--- src/rtl/spi_slave_byte_pkg.sv ---
// Shared constants and helpers for the byte-oriented SPI receive slave.
package spi_slave_byte_pkg;

    localparam int unsigned DEFAULT_WIDTH = 8;

    // Bit-counter width able to hold 0..w-1.
    function automatic int unsigned cnt_width(input int unsigned w);
        return (w > 1) ? $clog2(w) : 1;
    endfunction

endpackage

--- src/rtl/spi_slave_byte_shift_reg.sv ---
// Parallel-load / serial-shift register used for both the rx and tx paths.
module spi_shift_reg #(
    parameter int unsigned WIDTH = 8
) (
    input  logic             clk,
    input  logic             rst,
    input  logic             load_i,
    input  logic [WIDTH-1:0] load_val_i,
    input  logic             shift_i,
    input  logic             sin_i,
    output logic [WIDTH-1:0] q_o
);

    logic [WIDTH-1:0] q_q;

    // Load has priority over shift so a frame boundary reloads cleanly.
    always_ff @(posedge clk) begin
        if (rst) begin
            q_q <= '0;
        end else if (load_i) begin
            q_q <= load_val_i;
        end else if (shift_i) begin
            q_q <= {q_q[WIDTH-2:0], sin_i};
        end
    end

    assign q_o = q_q;

endmodule

--- src/rtl/spi_slave_byte.sv ---
// SPI mode-0 receive slave on the bus clock: MSB-first capture, echo of the last byte on miso.
module spi_slave_byte
    import spi_slave_byte_pkg::*;
#(
    parameter int unsigned WIDTH = DEFAULT_WIDTH
) (
    input  logic             clk,
    input  logic             rst,
    input  logic             cs,
    input  logic             mosi,
    output logic             miso,
    output logic [WIDTH-1:0] data_out
);

    localparam int unsigned CNT_W = cnt_width(WIDTH);

    logic [CNT_W-1:0] bit_cnt_q, bit_cnt_d;
    logic [WIDTH-1:0] data_q, data_d;
    logic [WIDTH-1:0] rx_q, tx_q, rx_next, tx_load_val;
    logic             frame_done, tx_load;

    assign rx_next    = {rx_q[WIDTH-2:0], mosi};
    assign frame_done = !cs && (bit_cnt_q == CNT_W'(WIDTH - 1));

    // Counter and published byte; the completed frame is visible on the same edge.
    always_comb begin
        bit_cnt_d = bit_cnt_q;
        data_d    = data_q;
        if (cs) begin
            bit_cnt_d = '0;
        end else if (frame_done) begin
            bit_cnt_d = '0;
            data_d    = rx_next;
        end else begin
            bit_cnt_d = bit_cnt_q + CNT_W'(1);
        end
    end

    always_ff @(posedge clk) begin
        if (rst) begin
            bit_cnt_q <= '0;
            data_q    <= '0;
        end else begin
            bit_cnt_q <= bit_cnt_d;
            data_q    <= data_d;
        end
    end

    spi_shift_reg #(.WIDTH(WIDTH)) u_rx (
        .clk        (clk),
        .rst        (rst),
        .load_i     (1'b0),
        .load_val_i ('0),
        .shift_i    (!cs),
        .sin_i      (mosi),
        .q_o        (rx_q)
    );

    // Idle reloads the echo from data_out; a completed frame reloads with the new byte.
    assign tx_load     = cs || frame_done;
    assign tx_load_val = cs ? data_q : rx_next;

    spi_shift_reg #(.WIDTH(WIDTH)) u_tx (
        .clk        (clk),
        .rst        (rst),
        .load_i     (tx_load),
        .load_val_i (tx_load_val),
        .shift_i    (!cs),
        .sin_i      (1'b0),
        .q_o        (tx_q)
    );

    assign miso     = !cs && tx_q[WIDTH-1];
    assign data_out = data_q;

endmodule

--- config.mk ---
export PLATFORM = sky130hd
export DESIGN_NAME = spi_slave_byte
export DESIGN_NICKNAME = d
export VERILOG_FILES = /design/src/rtl/spi_slave_byte_pkg.sv /design/src/rtl/spi_slave_byte_shift_reg.sv /design/src/rtl/spi_slave_byte.sv
export SDC_FILE = /design/constraint.sdc
export NUM_CORES = 1
export LEC_CHECK = 0
export BUFFER_PORTS_ARGS = -buffer_cell sky130_fd_sc_hd__buf_2
export CAP_MARGIN = 40
export CORE_AREA = 2 2 50 52
export CTS_CLUSTER_DIAMETER = 200
export DETAILED_ROUTE_END_ITERATION = 6
export DIE_AREA = 0 0 52 54
export PLACE_DENSITY = 0.77
export SYNTH_ARGS = -nofsm -noshare
export SYNTH_HDL_FRONTEND = slang
export SYNTH_SLANG_ARGS = --single-unit
--- constraint.sdc ---
create_clock -name clk -period 1.6 [get_ports clk]
set_input_delay 0.24 -clock clk [delete_from_list [all_inputs] [get_ports clk]]
set_output_delay 0.24 -clock clk [all_outputs]
set_load 0.05 [all_outputs]
==> impl_metrics.tcl, run 1 <==
set metrics [dict create \
    place_area_mm2 0.00110 \
    synth_top_area_cell "dfxtp_1" \
    worstMarginPinSlew_ns 0.331 \
    crit_slowest_cell "dfxtp_1" \
    syn2layout_area_growth_pct 11.3 \
    cts_sinks 26 \
    layout_min_cycle_time_ns 1.48 \
    drc 0 \
    synth-edff-count 0 \
    cts_buffers 3 \
    drtIter0Drc 8 \
    final_hold_viol_count 0 \
    nets 123 \
    synth_ff_type "dfxtp_1" \
    synth_seq_area_share_pct 50.2 \
    synth_nets 110 \
    leakage_nw 0.513 \
    hold_buffers 0 \
    layout.cells.non_filler 146 \
    crit_type "register to register" \
    ys_seq_elements 26 \
    num-fill-cells 212 \
    cts-htree-levels 1 \
    clock_path_buffers 2 \
    hold_path_class "input port to register" \
    routed_wl_um 1760 \
    yosysMostFrequentCell "dfxtp_1" \
    required_ns 1.81 \
    vias_per_cell 4.80 \
    drive_gt1_share_pct 25.0 \
    grt_pass1_wl_um 2970 \
    ios 13 \
    synth_common_cells "dfxtp_1, nand2_1, mux2i_1, nor2_1, a21oi_1" \
    synth_area_per_cell_um2 9.97 \
    dp.cells 142 \
    clock_latency_ns 0.32 \
    synth_area_leaders "dfxtp_1, mux2i_1, mux2_2" \
    core_area_mm2 0.00232 \
    hpwl_um 1260 \
    powerDensity_mw_per_mm2 986 \
    rsz0062_at_grt "false" \
    vdd_drop_max_uv 438 \
    place.gp.congestion 0.708 \
    cpPeakStageDelay_ns 0.37 \
    synthDistinctLibCells 18 \
    setup_viol 0 \
    fp.dieW_um 52 \
    fin_area_mm2 0.00115 \
    max_freq_ghz 0.676 \
    status "complete, no violations" \
    end_kind "register" \
    antenna_cells 0 \
    io_buffers 12 \
    maxCapViolCount 0 \
    grt_start_max_net_pins 16 \
    cts_tree "built" \
    num_vias 701 \
    fin_skew_ns 0.0143 \
    crit_arrival_ns 1.69 \
    drv_slew 0 \
    cts_root_buffer "clkbuf_4" \
    antenna_left 0 \
    cp_max_fo 11 \
    worst_setup_path_start_kind "register" \
    die_area_mm2 0.00281 \
    drtPass1Iterations 3 \
    num_rows 18 \
    antenna_found_initial 0 \
    gr-usage-all-layers_pct 14.4 \
    grt.overflow.total 0 \
    path_cells "ha_1 > ha_2 > mux2_2 > mux2i_1 > nor2_1" \
    fin_crit_sh_pct 92.5 \
    die_h_um 54 \
    slew_headroom_pct 77.9 \
    synthCells 104 \
    synth_top_area_share_pct 50.2 \
    yosys_warnings 0 \
    wire_per_inst_um 12.1 \
    cts_setup_buffers 0 \
    path_clk_slew_ns 0.13 \
    netlist_area_mm2 0.00104 \
    synth_async_sr_flop_share_pct 0 \
    grt_pass1_vias 697 \
    initial_core_util_pct 44.7 \
    setup_tns_ns 0 \
]
cells in the final DEF, fill, tap and decap left out, drive strengths merged, types with 2 or more instances in the layout:
cell type / synthesis / layout
buf: 6 / 16
mux2i: 14 / 14
dfxtp: 26 / 26
and2: 2 / 2
nand2: 17 / 17
mux2: 7 / 7
nor2: 14 / 14
a21oi: 9 / 9
ha: 2 / 2
clkbuf: 2 / 3
registers in the layout, summed over array words and instances (netlist names):
name,cells
u_rx.q_o,7
data_out,8
bit_cnt_q,3
u_tx.q_o,8
power breakdown:
part / switching [mW] / total, mW / internal (mW)
combinational: 0.0249 / 0.0423 / 0.0174
clock: 0.186 / 0.439 / 0.253
sequential: 0.00469 / 0.658 / 0.653
total: 0.215 / 1.14 / 0.924
routing by layer:
metal	GRT usage (%)	routed length, um	part of all wire [%]
met1	16.2	823	47
met2	26.6	894	51
met3	2.50	27	1.5
met4	6.58	19	1.1
met5	0	0	0
cells by family (layout without fill, tap and decap cells):
group / Yosys count / count (layout) / share of synthesized area, %
and+or+nand+nor: 38 / 38 / 15.7
DFF: 26 / 26 / 50.2
muxes: 21 / 21 / 21.1
AOI/OAI and AO/OA: 9 / 9 / 4.34
buffers and inverters: 8 / 20 / 6.27
adders and majority gates: 2 / 2 / 2.41
worst max-delay path, delay by kind of cell, from the launching register on:
| kind | cells | cell delay (ns) |
|---|---|---|
| adder cells (fa/ha/maj) | 2 | 0.47 |
| flip-flops | 1 | 0.37 |
| multiplexers | 2 | 0.49 |
| AND/OR/NAND/NOR | 1 | 0.05 |
metrics by stage:
stage / total power, mW / setup WS [ns] / hold WS [ns] / util, %
floorplan: 0.706 / 0.148 / 0.380 / -
global placement: 0.712 / 0.0782 / 0.411 / 47.4
detailed placement: 0.715 / 0.0211 / 0.444 / 47.4
CTS: 1.16 / 0.00357 / 0.164 / 49.7
global route: 1.18 / 0.0325 / 0.168 / 49.8
finish: 1.14 / 0.121 / 0.179 / 49.8
final cells by class:
type,instances,area [um2],area share (%)
well taps,30,37.5,3.25
multi-input cells,70,454,39.3
clock inverters,1,30.0,2.60
flip-flops and latches,26,520,45.1
clock buffers,3,22.5,1.95
repair buffers,16,90.1,7.80
timing repair:
item / 4_1_cts / 5_1_grt
setup endpoints to repair: 0 / 15
hold endpoints to repair: 0 / 0
resized for setup: 0 / 1
path summary, 6_finish.rpt:
kind	startpoint	to	slack, ns	cells past startpoint
setup reg to reg	bit_cnt_q[0]	u_tx.q_o[6]	0.12	5
hold reg to reg	bit_cnt_q[0]	bit_cnt_q[0]	0.46	1
setup / recovery	bit_cnt_q[0]	u_tx.q_o[6]	0.12	5
hold / removal	mosi	data_out[0]	0.18	3
(Power assumes the default switching activity.)
==> run 2: changes to the inputs <==
Settings changed: RECOVER_POWER set to 25.
==> impl_metrics.tcl, run 2 (synthesis results as in run 1) <==
set metrics [dict create \
    status "complete, no violations" \
    dp.cells 142 \
    crit_arrival_ns 1.69 \
    r2r_slack_ns 0.12 \
    finalPower_mw 1.14 \
    drtPass1Iterations 3 \
    clock_latency_ns 0.32 \
    num-fill-cells 213 \
    fin_crit_sh_pct 92.5 \
    leakage_nw 0.502 \
    clock_path_buffers 2 \
    grt_pass1_vias 697 \
    setup_viol 0 \
    drive_gt1_share_pct 22.4 \
    timing.rr.start "bit_cnt_q[0]" \
    cts_tree "built" \
    min_path_cells 3 \
    setup_tns_ns 0 \
    ios 13 \
    reg2reg_to "u_tx.q_o[6]" \
    num_vias 701 \
    path_clk_slew_ns 0.13 \
    grt_start_max_net_pins 16 \
    hold_path_class "input port to register" \
    slew_headroom_pct 51.7 \
    holdWs_ns 0.179 \
    final_hold_viol_count 0 \
    cts_root_buffer "clkbuf_4" \
    layout.cells.non_filler 146 \
    fin_area_mm2 0.00115 \
    mostFrequentLayoutCells "dfxtp_1, nand2_1, mux2i_1, nor2_1, buf_2" \
    antenna_cells 0 \
    cts_sinks 26 \
    rsz0062_at_grt "false" \
    powerDensity_mw_per_mm2 991 \
    syn2layout_area_growth_pct 10.7 \
    fp.dieW_um 52 \
    gr-usage-all-layers_pct 14.4 \
    hpwl_um 1260 \
    drc 0 \
    io_buffers 12 \
    grt_pass1_wl_um 2970 \
    num_rows 18 \
    die_area_mm2 0.00281 \
    holdPathEnd "data_out[0]" \
    worst_setup_path_start_kind "register" \
    core_area_mm2 0.00232 \
    grt.overflow.total 0 \
    critPathTopFamily "multiplexers" \
    path_cells "ha_1 > ha_2 > mux2_2 > mux2i_1 > nor2_1" \
    layout_min_cycle_time_ns 1.48 \
    hold_buffers 0 \
    required_ns 1.81 \
    fin_skew_ns 0.0143 \
    hold_start "mosi" \
    cp_max_fo 11 \
    worstMarginPinSlew_ns 0.724 \
    wire_per_inst_um 12.1 \
    drtIter0Drc 8 \
    crit_slowest_cell "dfxtp_1" \
    cts-htree-levels 1 \
    nets 123 \
    max_freq_ghz 0.675 \
    setup_ws_ns 0.119 \
    initial_core_util_pct 44.7 \
    final_util_pct 49.5 \
    routed_wl_um 1760 \
    vias_per_cell 4.80 \
    cpPeakStageDelay_ns 0.37 \
    end_kind "register" \
    maxCapViolCount 0 \
    cts_buffers 3 \
    rr_worst_depth 5 \
    vdd_drop_max_uv 438 \
    worst-path-buf-inv 0 \
    antenna_found_initial 0 \
    crit_type "register to register" \
    place.gp.congestion 0.708 \
    die_h_um 54 \
    final_common_cell "dfxtp_1" \
    antenna_left 0 \
    dp_slack_ns 0.0211 \
    place_area_mm2 0.00110 \
    drv_slew 0 \
]
[run 2: changes by cell type in the layout (fill, tap and decap cells not counted), sizes merged]
cell / before / now
buf: 16 / 13
clkbuf: 3 / 6
[run 2: cell type report]
type                       count  area, um2  area share [%]
sequential                    26        520            45.3
multi-input combinational     70        454            39.5
timing repair buffer          16       83.8            7.30
tap                           30       37.5            3.27
clock inverter                 1       30.0            2.61
clock buffer                   3       22.5            1.96
[run 2: routing by layer]
layer	track usage (%)	part of all wire, %	vias up
met4	6.58	1.1	0
met5	0	0	-
li1	-	-	369
met2	26.6	51	7
met1	16.2	47	323
met3	2.50	1.5	2
[run 2: worst max path at each step]
| stage | slack [ns] | end | start | cells after the start |
|---|---|---|---|---|
| finish | 0.12 | u_tx.q_o[6] | bit_cnt_q[0] | 5 |
| global placement | 0.08 | u_tx.q_o[5] | bit_cnt_q[0] | 5 |
| detailed placement | 0.02 | u_tx.q_o[5] | bit_cnt_q[0] | 5 |
| CTS | 0.004 | u_tx.q_o[7] | bit_cnt_q[0] | 5 |
| floorplan | 0.15 | miso | cs | 3 |
| global route | 0.03 | u_tx.q_o[1] | bit_cnt_q[0] | 5 |
[run 2: timing repair]
item,CTS,global route
setup endpoints to repair,0,15
setup buffers,0,0
gates resized for setup,0,1
[run 2: where the power goes]
part | internal (mW) | switching (mW)
clock | 0.253 | 0.186
sequential | 0.653 | 0.00469
combinational | 0.0165 | 0.0248
total | 0.923 | 0.215
[run 2: worst register-to-register path, delay by kind of cell, from the launching register on]
kind	cells	cell delay (ns)
flops	1	0.37
simple gates	1	0.05
fa+ha+maj	2	0.47
mux	2	0.49
